File: src/rtl/sync_fifo_status.sv
// Show-ahead synchronous FIFO with occupancy count, runtime almost-full/empty thresholds and flush.
// Define SYNC_FIFO_ERR_EN to add sticky overflow/underflow outputs.
module sync_fifo_status #(
  parameter int DATA_BIT = 8,
  parameter int W        = 4
) (
  input  logic                clk,
  input  logic                rst_n,
  input  logic                clr,
  input  logic                wr,
  input  logic [DATA_BIT-1:0] w_data,
  input  logic                rd,
  output logic [DATA_BIT-1:0] r_data,
  input  logic [W:0]          af_thresh,
  input  logic [W:0]          ae_thresh,
  output logic [W:0]          count,
  output logic                full,
  output logic                empty,
  output logic                almost_full,
  output logic                almost_empty
`ifdef SYNC_FIFO_ERR_EN
  ,
  output logic                overflow,
  output logic                underflow
`endif
);

  localparam logic [W:0] DEPTH = (W+1)'(2**W);

  logic [DATA_BIT-1:0] mem [2**W];

  logic [W-1:0] w_ptr_q, w_ptr_d;
  logic [W-1:0] r_ptr_q, r_ptr_d;
  logic [W:0]   count_q, count_d;
  logic         full_q, full_d;
  logic         empty_q, empty_d;
  logic         af_q, af_d;
  logic         ae_q, ae_d;
  logic         init_q, init_d;
  logic         rd_en, wr_en;

  always_comb begin
    rd_en   = rd & ~empty_q;
    wr_en   = wr & (~full_q | rd_en);
    w_ptr_d = w_ptr_q;
    r_ptr_d = r_ptr_q;
    count_d = count_q;
    init_d  = 1'b0;
    if (clr) begin
      w_ptr_d = '0;
      r_ptr_d = '0;
      count_d = '0;
    end else begin
      if (wr_en) w_ptr_d = w_ptr_q + W'(1);
      if (rd_en) r_ptr_d = r_ptr_q + W'(1);
      if (wr_en && !rd_en)      count_d = count_q + (W+1)'(1);
      else if (rd_en && !wr_en) count_d = count_q - (W+1)'(1);
    end
    full_d  = (count_d == DEPTH);
    empty_d = (count_d == '0);
    af_d    = (count_d >= af_thresh);
    ae_d    = (count_d <= ae_thresh);
  end

  always_ff @(posedge clk or negedge rst_n) begin
    if (!rst_n) begin
      w_ptr_q <= '0;
      r_ptr_q <= '0;
      count_q <= '0;
      full_q  <= 1'b0;
      empty_q <= 1'b1;
      af_q    <= 1'b0;
      ae_q    <= 1'b1;
      init_q  <= 1'b1;
    end else begin
      w_ptr_q <= w_ptr_d;
      r_ptr_q <= r_ptr_d;
      count_q <= count_d;
      full_q  <= full_d;
      empty_q <= empty_d;
      af_q    <= af_d;
      ae_q    <= ae_d;
      init_q  <= init_d;
    end
  end

  // Storage is deliberately left unreset; a flush only rewinds the pointers.
  always_ff @(posedge clk) begin
    if (wr_en && !clr) mem[w_ptr_q] <= w_data;
  end

`ifdef SYNC_FIFO_ERR_EN
  logic overflow_q, overflow_d;
  logic underflow_q, underflow_d;

  always_comb begin
    overflow_d  = overflow_q | (wr & ~wr_en);
    underflow_d = underflow_q | (rd & ~rd_en);
    if (clr) begin
      overflow_d  = 1'b0;
      underflow_d = 1'b0;
    end
  end

  always_ff @(posedge clk or negedge rst_n) begin
    if (!rst_n) begin
      overflow_q  <= 1'b0;
      underflow_q <= 1'b0;
    end else begin
      overflow_q  <= overflow_d;
      underflow_q <= underflow_d;
    end
  end

  assign overflow  = overflow_q;
  assign underflow = underflow_q;
`endif

  // Until the first edge after reset, almost_full must track the live threshold against an empty FIFO.
  assign almost_full  = init_q ? (af_thresh == '0) : af_q;
  assign almost_empty = ae_q;
  assign r_data       = mem[r_ptr_q];
  assign count        = count_q;
  assign full         = full_q;
  assign empty        = empty_q;

endmodule

File: config.mk
export PLATFORM = sky130hd
export DESIGN_NAME = sync_fifo_status
export DESIGN_NICKNAME = d
export VERILOG_FILES = /design/src/rtl/sync_fifo_status.sv
export SDC_FILE = /design/constraint.sdc
export NUM_CORES = 1
export LEC_CHECK = 0
export ABC_AREA = 1
export CELL_PAD_IN_SITES_DETAIL_PLACEMENT = 1
export CELL_PAD_IN_SITES_GLOBAL_PLACEMENT = 1
export CORE_UTILIZATION = 43
export DETAILED_ROUTE_END_ITERATION = 7
export PLACE_DENSITY = 0.72
export SLEW_MARGIN = 20
export SYNTH_ARGS = -nofsm -noshare
export SYNTH_HDL_FRONTEND = slang
export SYNTH_SLANG_ARGS = --single-unit
export TNS_END_PERCENT = 1
File: constraint.sdc
create_clock -name clk -period 2 [get_ports clk]
set_clock_uncertainty 0.05 [all_clocks]
set_input_delay 0.4 -clock clk [delete_from_list [all_inputs] [get_ports clk]]
set_output_delay 0.4 -clock clk [all_outputs]
set_load 0.005 [all_outputs]
==> results.sh, run 1 <==
export IMPL_status="finished, violations left"
export IMPL_violations="setup timing"
export IMPL_placed_cell_area_um2=7420
export IMPL_clock_latency_ps=430
export IMPL_place_ws_ps=-572
export IMPL_muxShareOfSynthArea=0
export IMPL_ys_ff_latch=146
export IMPL_ir_drop_mv=0.619
export IMPL_cp_cell_sequence="buf_6 -> buf_12 -> buf_12 -> buf_4 -> nor2_1 -> o221ai_2 -> nand3_2 -> nand2_1 -> buf_2"
export IMPL_ys_seq_area_frac=0.677
export IMPL_slew_violations=0
export IMPL_yosys_area_share_simple=0.118
export IMPL_fin_crit_ps=2500
export IMPL_synthesis_instances=531
export IMPL_synth_cell_types=38
export IMPL_worst_path_max_delay_cell="dfrtp_2"
export IMPL_synth_edff_count=128
export IMPL_path_delay_family="buffers and inverters"
export IMPL_vias=4881
export IMPL_grt_pass1_wl_um=29900
export IMPL_synthTopCellsByArea="edfxtp_1 (61%), dfrtp_1 (5.9%), o21ai_0 (4.8%), nor2_1 (4.7%), o221ai_1 (3.4%)"
export IMPL_hold_buffers=0
export IMPL_start_util=0.439
export IMPL_tns_ps=-3640
export IMPL_syn_num_nets=571
export IMPL_synth_warnings=0
export IMPL_ant_nets=0
export IMPL_final_nets=696
export IMPL_path_clk_slew_ps=60
export IMPL_r2r_slack_ps=-50
export IMPL_syn_avg_cell_area_um2=12.0
export IMPL_layout_setup_ws_ps=-502
export IMPL_wirelength_um=19700
export IMPL_cts_buffers=17
export IMPL_finalHoldViolCount=0
export IMPL_timing_final_crit_share=1.25
export IMPL_cts_sinks=146
export IMPL_rsz0062_at_grt="true"
export IMPL_maxCapViolCount=0
export IMPL_fp_dieW_um=124
export IMPL_max_freq_mhz=400
export IMPL_setup_viol=10
export IMPL_rr_worst_depth=13
export IMPL_gp_congestion=0.807
export IMPL_drtIter0Drc=369
export IMPL_critical_path_class="register to primary output"
export IMPL_cp_num_cells=9
export IMPL_crit_required_ps=1550
export IMPL_synth_cell_area_um2=6350
export IMPL_hold_path_class="input pin to asynchronous set/reset pin"
export IMPL_worst_hold_slack_ps=255
export IMPL_hpwl_um=11400
export IMPL_io_buffers=39
export IMPL_worst_pin_slew_ps=691
export IMPL_via_per_inst=5.74
export IMPL_synth_ff_type="edfxtp_1"
export IMPL_layout_drive_gt1_share=0.304
export IMPL_die_area_um2=15300
export IMPL_async_flop_share=0.123
export IMPL_rows=44
export IMPL_wl_per_cell_um=23.2
export IMPL_overflow=0
export IMPL_endpoint_kind="primary output"
export IMPL_slowest_delay_ps=450
export IMPL_power_density_nw_per_um2=1050
export IMPL_synth_top_family_by_area="compound AO/OA/AOI/OAI gates"
export IMPL_area_growth_syn_to_layout_pct=34.9
export IMPL_die_h_um=124
export IMPL_start_kind="register"
export IMPL_clockBufferDepth=2
export IMPL_crit_fanout=5
export IMPL_synthXorXnorAreaFrac=0.00276
export IMPL_n_antenna_cell=0
export IMPL_yosysTopAreaCellShare=0.605
export IMPL_finish_utilization=0.592
export IMPL_core_um2=14500
export IMPL_antenna_found_initial=0
export IMPL_dr_pass1_iters=5
export IMPL_p_leak_nw=3.25
export IMPL_synth_compound_area_share=0.119
export IMPL_cts_tree="built"
export IMPL_grt_usage=0.279
export IMPL_path_common_cell="buf_12"
export IMPL_dp_cells=799
export IMPL_worstPathArrival_ps=2050
export IMPL_p_total_mw=9.01
export IMPL_synth_fa_ha_area_frac=0.0335
export IMPL_grt_max_degree=19
export IMPL_synth_largest_area_cell="edfxtp_1"
export IMPL_design_area_um2=8570
export IMPL_ios=40
export IMPL_layout_common_cells="edfxtp_1 (128), nor2_1 (66), buf_4 (64), nand2_1 (42), inv_1 (35)"
export IMPL_path_buf_inv=5
export IMPL_slew_limit_headroom=0.538
export IMPL_final_common_cell="edfxtp_1"
export IMPL_cts_root_buf="clkbuf_16"
export IMPL_drc=0
export IMPL_grt_pass1_vias=5277
export IMPL_h_tree_depth=4
export IMPL_fin_cells=851
[power by group]
part	switching, mW	leakage, nW	total, mW	internal [mW]
sequential	0.0843	1.38	3.51	3.43
clock	1.17	0.263	2.97	1.80
combinational	1.35	1.60	2.54	1.18
total	2.61	3.25	9.01	6.40
[sequential cells by signal, indices dropped and copies added, names as in the netlist]
| name | count |
|---|---|
| af_q | 1 |
| almost_empty | 1 |
| count | 5 |
| empty | 1 |
| full | 1 |
| init_q | 1 |
| mem | 128 |
| r_ptr_q | 4 |
| w_ptr_q | 4 |
[Yosys cell counts (2+ instances only)]
library cell,instances
dfrtp_1,15
nand3_1,21
o221ai_1,25
o21ai_1,11
xnor2_1,2
o21bai_1,3
nor2_1,79
clkbuf_1,5
nor3_1,10
nand4_1,3
o211ai_1,7
buf_4,4
o22ai_1,7
inv_1,36
nand2_2,4
edfxtp_1,128
inv_2,7
buf_2,13
clkbuf_2,2
ha_1,17
o21ai_0,61
nand2_1,43
nor2_2,3
clkinv_1,2
nand3_2,2
a21oi_1,7
dfstp_2,3
[path summary, 6_finish.rpt]
path | start | endpoint
max in group asynchronous | rst_n | empty$_DFF_PN1_
max | r_ptr_q[0]$_DFFE_PN0P_ | r_data[6]
min in group clk | wr | count[1]$_DFF_PN0_
max reg2reg | count[0]$_DFF_PN0_ | af_q$_DFF_PN0_
min reg2reg | w_ptr_q[0]$_DFFE_PN0P_ | w_ptr_q[0]$_DFFE_PN0P_
min | rst_n | count[2]$_DFF_PN0_
[what timing repair did]
action | in CTS | in global routing
setup buffers | 16 | 4
gates cloned | 5 | 0
setup endpoints to repair | 63 | 29
pin swaps | 40 | 25
resized for setup | 119 | 46
[routing by layer]
layer	GRT usage	vias to the layer above	part of all wire
met5	0	-	0
met4	0.131	0	0.041
met3	0.0577	57	0.052
met2	0.502	179	0.52
met1	0.316	2472	0.38
li1	-	2173	-
[cells by family after synthesis]
| kind of cell | count (synthesis) |
|---|---|
| AND/OR/NAND/NOR | 170 |
| flip-flops | 146 |
| AO/OA/AOI/OAI | 124 |
| buffers and inverters | 71 |
| adder cells (fa/ha/maj) | 17 |
| XOR/XNOR | 2 |
| other | 1 |
[area by class of cell]
class / count / area (um2)
Clock buffer: 21 / 440
Clock inverter: 9 / 91.3
Fill cell: 1472 / 5910
Inverter: 46 / 181
Multi-Input combinational cell: 314 / 2000
Sequential cell: 146 / 4300
Tap cell: 184 / 230
Timing Repair Buffer: 131 / 1330
Note: power is estimated with default switching activity, not from simulation.
==> run 2, diff against run 1 <==
- PLACE_DENSITY: 0.72 -> 0.86
==> results.sh, run 2 (synthesized netlist as in run 1, its figures left out) <==
export IMPL_grt_max_degree=25
export IMPL_worst_pin_slew_ps=735
export IMPL_overflow=0
export IMPL_n_antenna_cell=0
export IMPL_h_tree_depth=4
export IMPL_cts_root_buf="clkbuf_16"
export IMPL_gp_congestion=0.809
export IMPL_drc=0
export IMPL_top_usage_layer="met2"
export IMPL_p_clk_frac=0.351
export IMPL_fp_dieW_um=124
export IMPL_start_kind="register"
export IMPL_met1_usage=0.306
export IMPL_slowest_delay_ps=500
export IMPL_met3_usage=0.0563
export IMPL_slew_violations=0
export IMPL_worst_path_max_delay_cell="dfrtp_2"
export IMPL_ios=40
export IMPL_p_total_mw=9.03
export IMPL_final_common_cell="edfxtp_1"
export IMPL_crit_required_ps=1550
export IMPL_cp_cell_sequence="inv_8 -> buf_12 -> buf_6 -> o21ai_2 -> o22ai_2 -> o211ai_1 -> nand2_1 -> buf_2"
export IMPL_final_nets=677
export IMPL_swShare=0.293
export IMPL_cts_tree="built"
export IMPL_path_clk_slew_ps=60
export IMPL_io_buffers=39
export IMPL_largest_register="mem"
export IMPL_p_seq_frac=0.390
export IMPL_critical_path_class="register to primary output"
export IMPL_switchingPower_mw=2.65
export IMPL_fin_crit_ps=2540
export IMPL_layout_common_cells="edfxtp_1 (128), nor2_1 (69), buf_4 (55), nand2_1 (40), inv_1 (36)"
export IMPL_worstPathArrival_ps=2090
export IMPL_tns_ps=-3660
export IMPL_clockBufferDepth=2
export IMPL_cts_buffers=17
export IMPL_p_leak_nw=3.13
export IMPL_vias=4870
export IMPL_p_int_mw=6.38
export IMPL_placed_cell_area_um2=7340
export IMPL_ir_drop_mv=0.675
export IMPL_ant_nets=0
export IMPL_antenna_found_initial=0
export IMPL_grt_usage=0.261
export IMPL_rows=44
export IMPL_max_freq_mhz=393
export IMPL_rsz0062_at_grt="true"
export IMPL_layout_drive_gt1_share=0.263
export IMPL_drtIter0Drc=322
export IMPL_die_area_um2=15300
export IMPL_endpoint_kind="primary output"
export IMPL_core_um2=14500
export IMPL_hold_path_class="input pin to asynchronous set/reset pin"
export IMPL_wl_per_cell_um=24.0
export IMPL_slew_limit_headroom=0.508
export IMPL_wirelength_um=20000
export IMPL_grt_pass1_wl_um=28100
export IMPL_crit_fanout=7
export IMPL_status="finished, violations left"
export IMPL_use_met2=0.463
export IMPL_hold_buffers=0
export IMPL_via_per_inst=5.85
export IMPL_clock_latency_ps=430
export IMPL_largest_reg_flops=128
export IMPL_start_util=0.439
export IMPL_setup_viol=10
export IMPL_area_growth_syn_to_layout_pct=31.0
export IMPL_die_h_um=124
export IMPL_violations="setup timing"
export IMPL_layout_setup_ws_ps=-542
export IMPL_cts_sinks=146
export IMPL_dr_pass1_iters=5
export IMPL_finalHoldViolCount=0
export IMPL_design_area_um2=8320
export IMPL_timing_final_crit_share=1.27
export IMPL_grt_pass1_vias=5114
export IMPL_comb_power_share=0.259
export IMPL_power_density_nw_per_um2=1090
export IMPL_hpwl_um=12200
export IMPL_maxCapViolCount=0
## run 2: path summary, 6_finish.rpt
check,slack (ps),startpoint,depth (start not counted),end
setup / recovery,-540,r_ptr_q[0]$_DFFE_PN0P_,8,r_data[4]
hold / removal,270,rst_n,2,count[1]$_DFF_PN0_
setup reg to reg,-50,empty$_DFF_PN1_,10,almost_empty$_DFF_PN1_
hold reg to reg,600,w_ptr_q[2]$_DFFE_PN0P_,2,w_ptr_q[2]$_DFFE_PN0P_
max in group asynchronous,1360,rst_n,2,init_q$_DFF_PN1_
min in group clk,590,rd,4,r_ptr_q[0]$_DFFE_PN0P_
## run 2: layout make-up
cell class / count / area (um2)
fillers: 1468 / 6160
flip-flops and latches: 146 / 4300
multi-input cells: 314 / 1910
repair buffers: 112 / 1120
clock buffers: 20 / 437
well taps: 184 / 230
inverters: 46 / 181
clock inverters: 11 / 139
## run 2: critical path, delay by kind of cell, from the launching register on
family	cells	cell delay, ps
compound gates	3	500
buf+inv	4	540
flops	1	500
simple gates	1	110
## run 2: timing repair
item / in CTS / in global routing
resized for setup: 77 / 47
cloned: 2 / 4
endpoints found under the setup margin: 11 / 12
pin swaps: 26 / 30
setup buffers: 9 / 2
## run 2: power groups by stage
stage                     clock [mW]  sequential (mW)  combinational, mW
after CTS                       3.17             3.52               2.11
after floorplan                    0             3.56              0.993
after global placement             0             3.57               1.74
after global routing            3.33             3.53               2.50
final                           3.17             3.52               2.34
after detailed placement           0             3.57               1.89
## run 2: routing by layer
metal / wire [um] / vias up
met1: 7690 / 2447
met5: 0 / -
met2: 10200 / 220
met4: 825 / 0
li1: - / 2138
met3: 1250 / 65
## run 2: per-stage QoR
| stage | setup WS [ps] | std cells | util | hold WS, ps |
|---|---|---|---|---|
| floorplan | 93.0 | 531 | - | 54.4 |
| global placement | -362 | 788 | 0.507 | 565 |
| detailed placement | -487 | 788 | 0.507 | 584 |
| CTS | -478 | 830 | 0.562 | 271 |
| global route | -606 | 833 | 0.575 | 293 |
| finish | -542 | 833 | 0.575 | 275 |
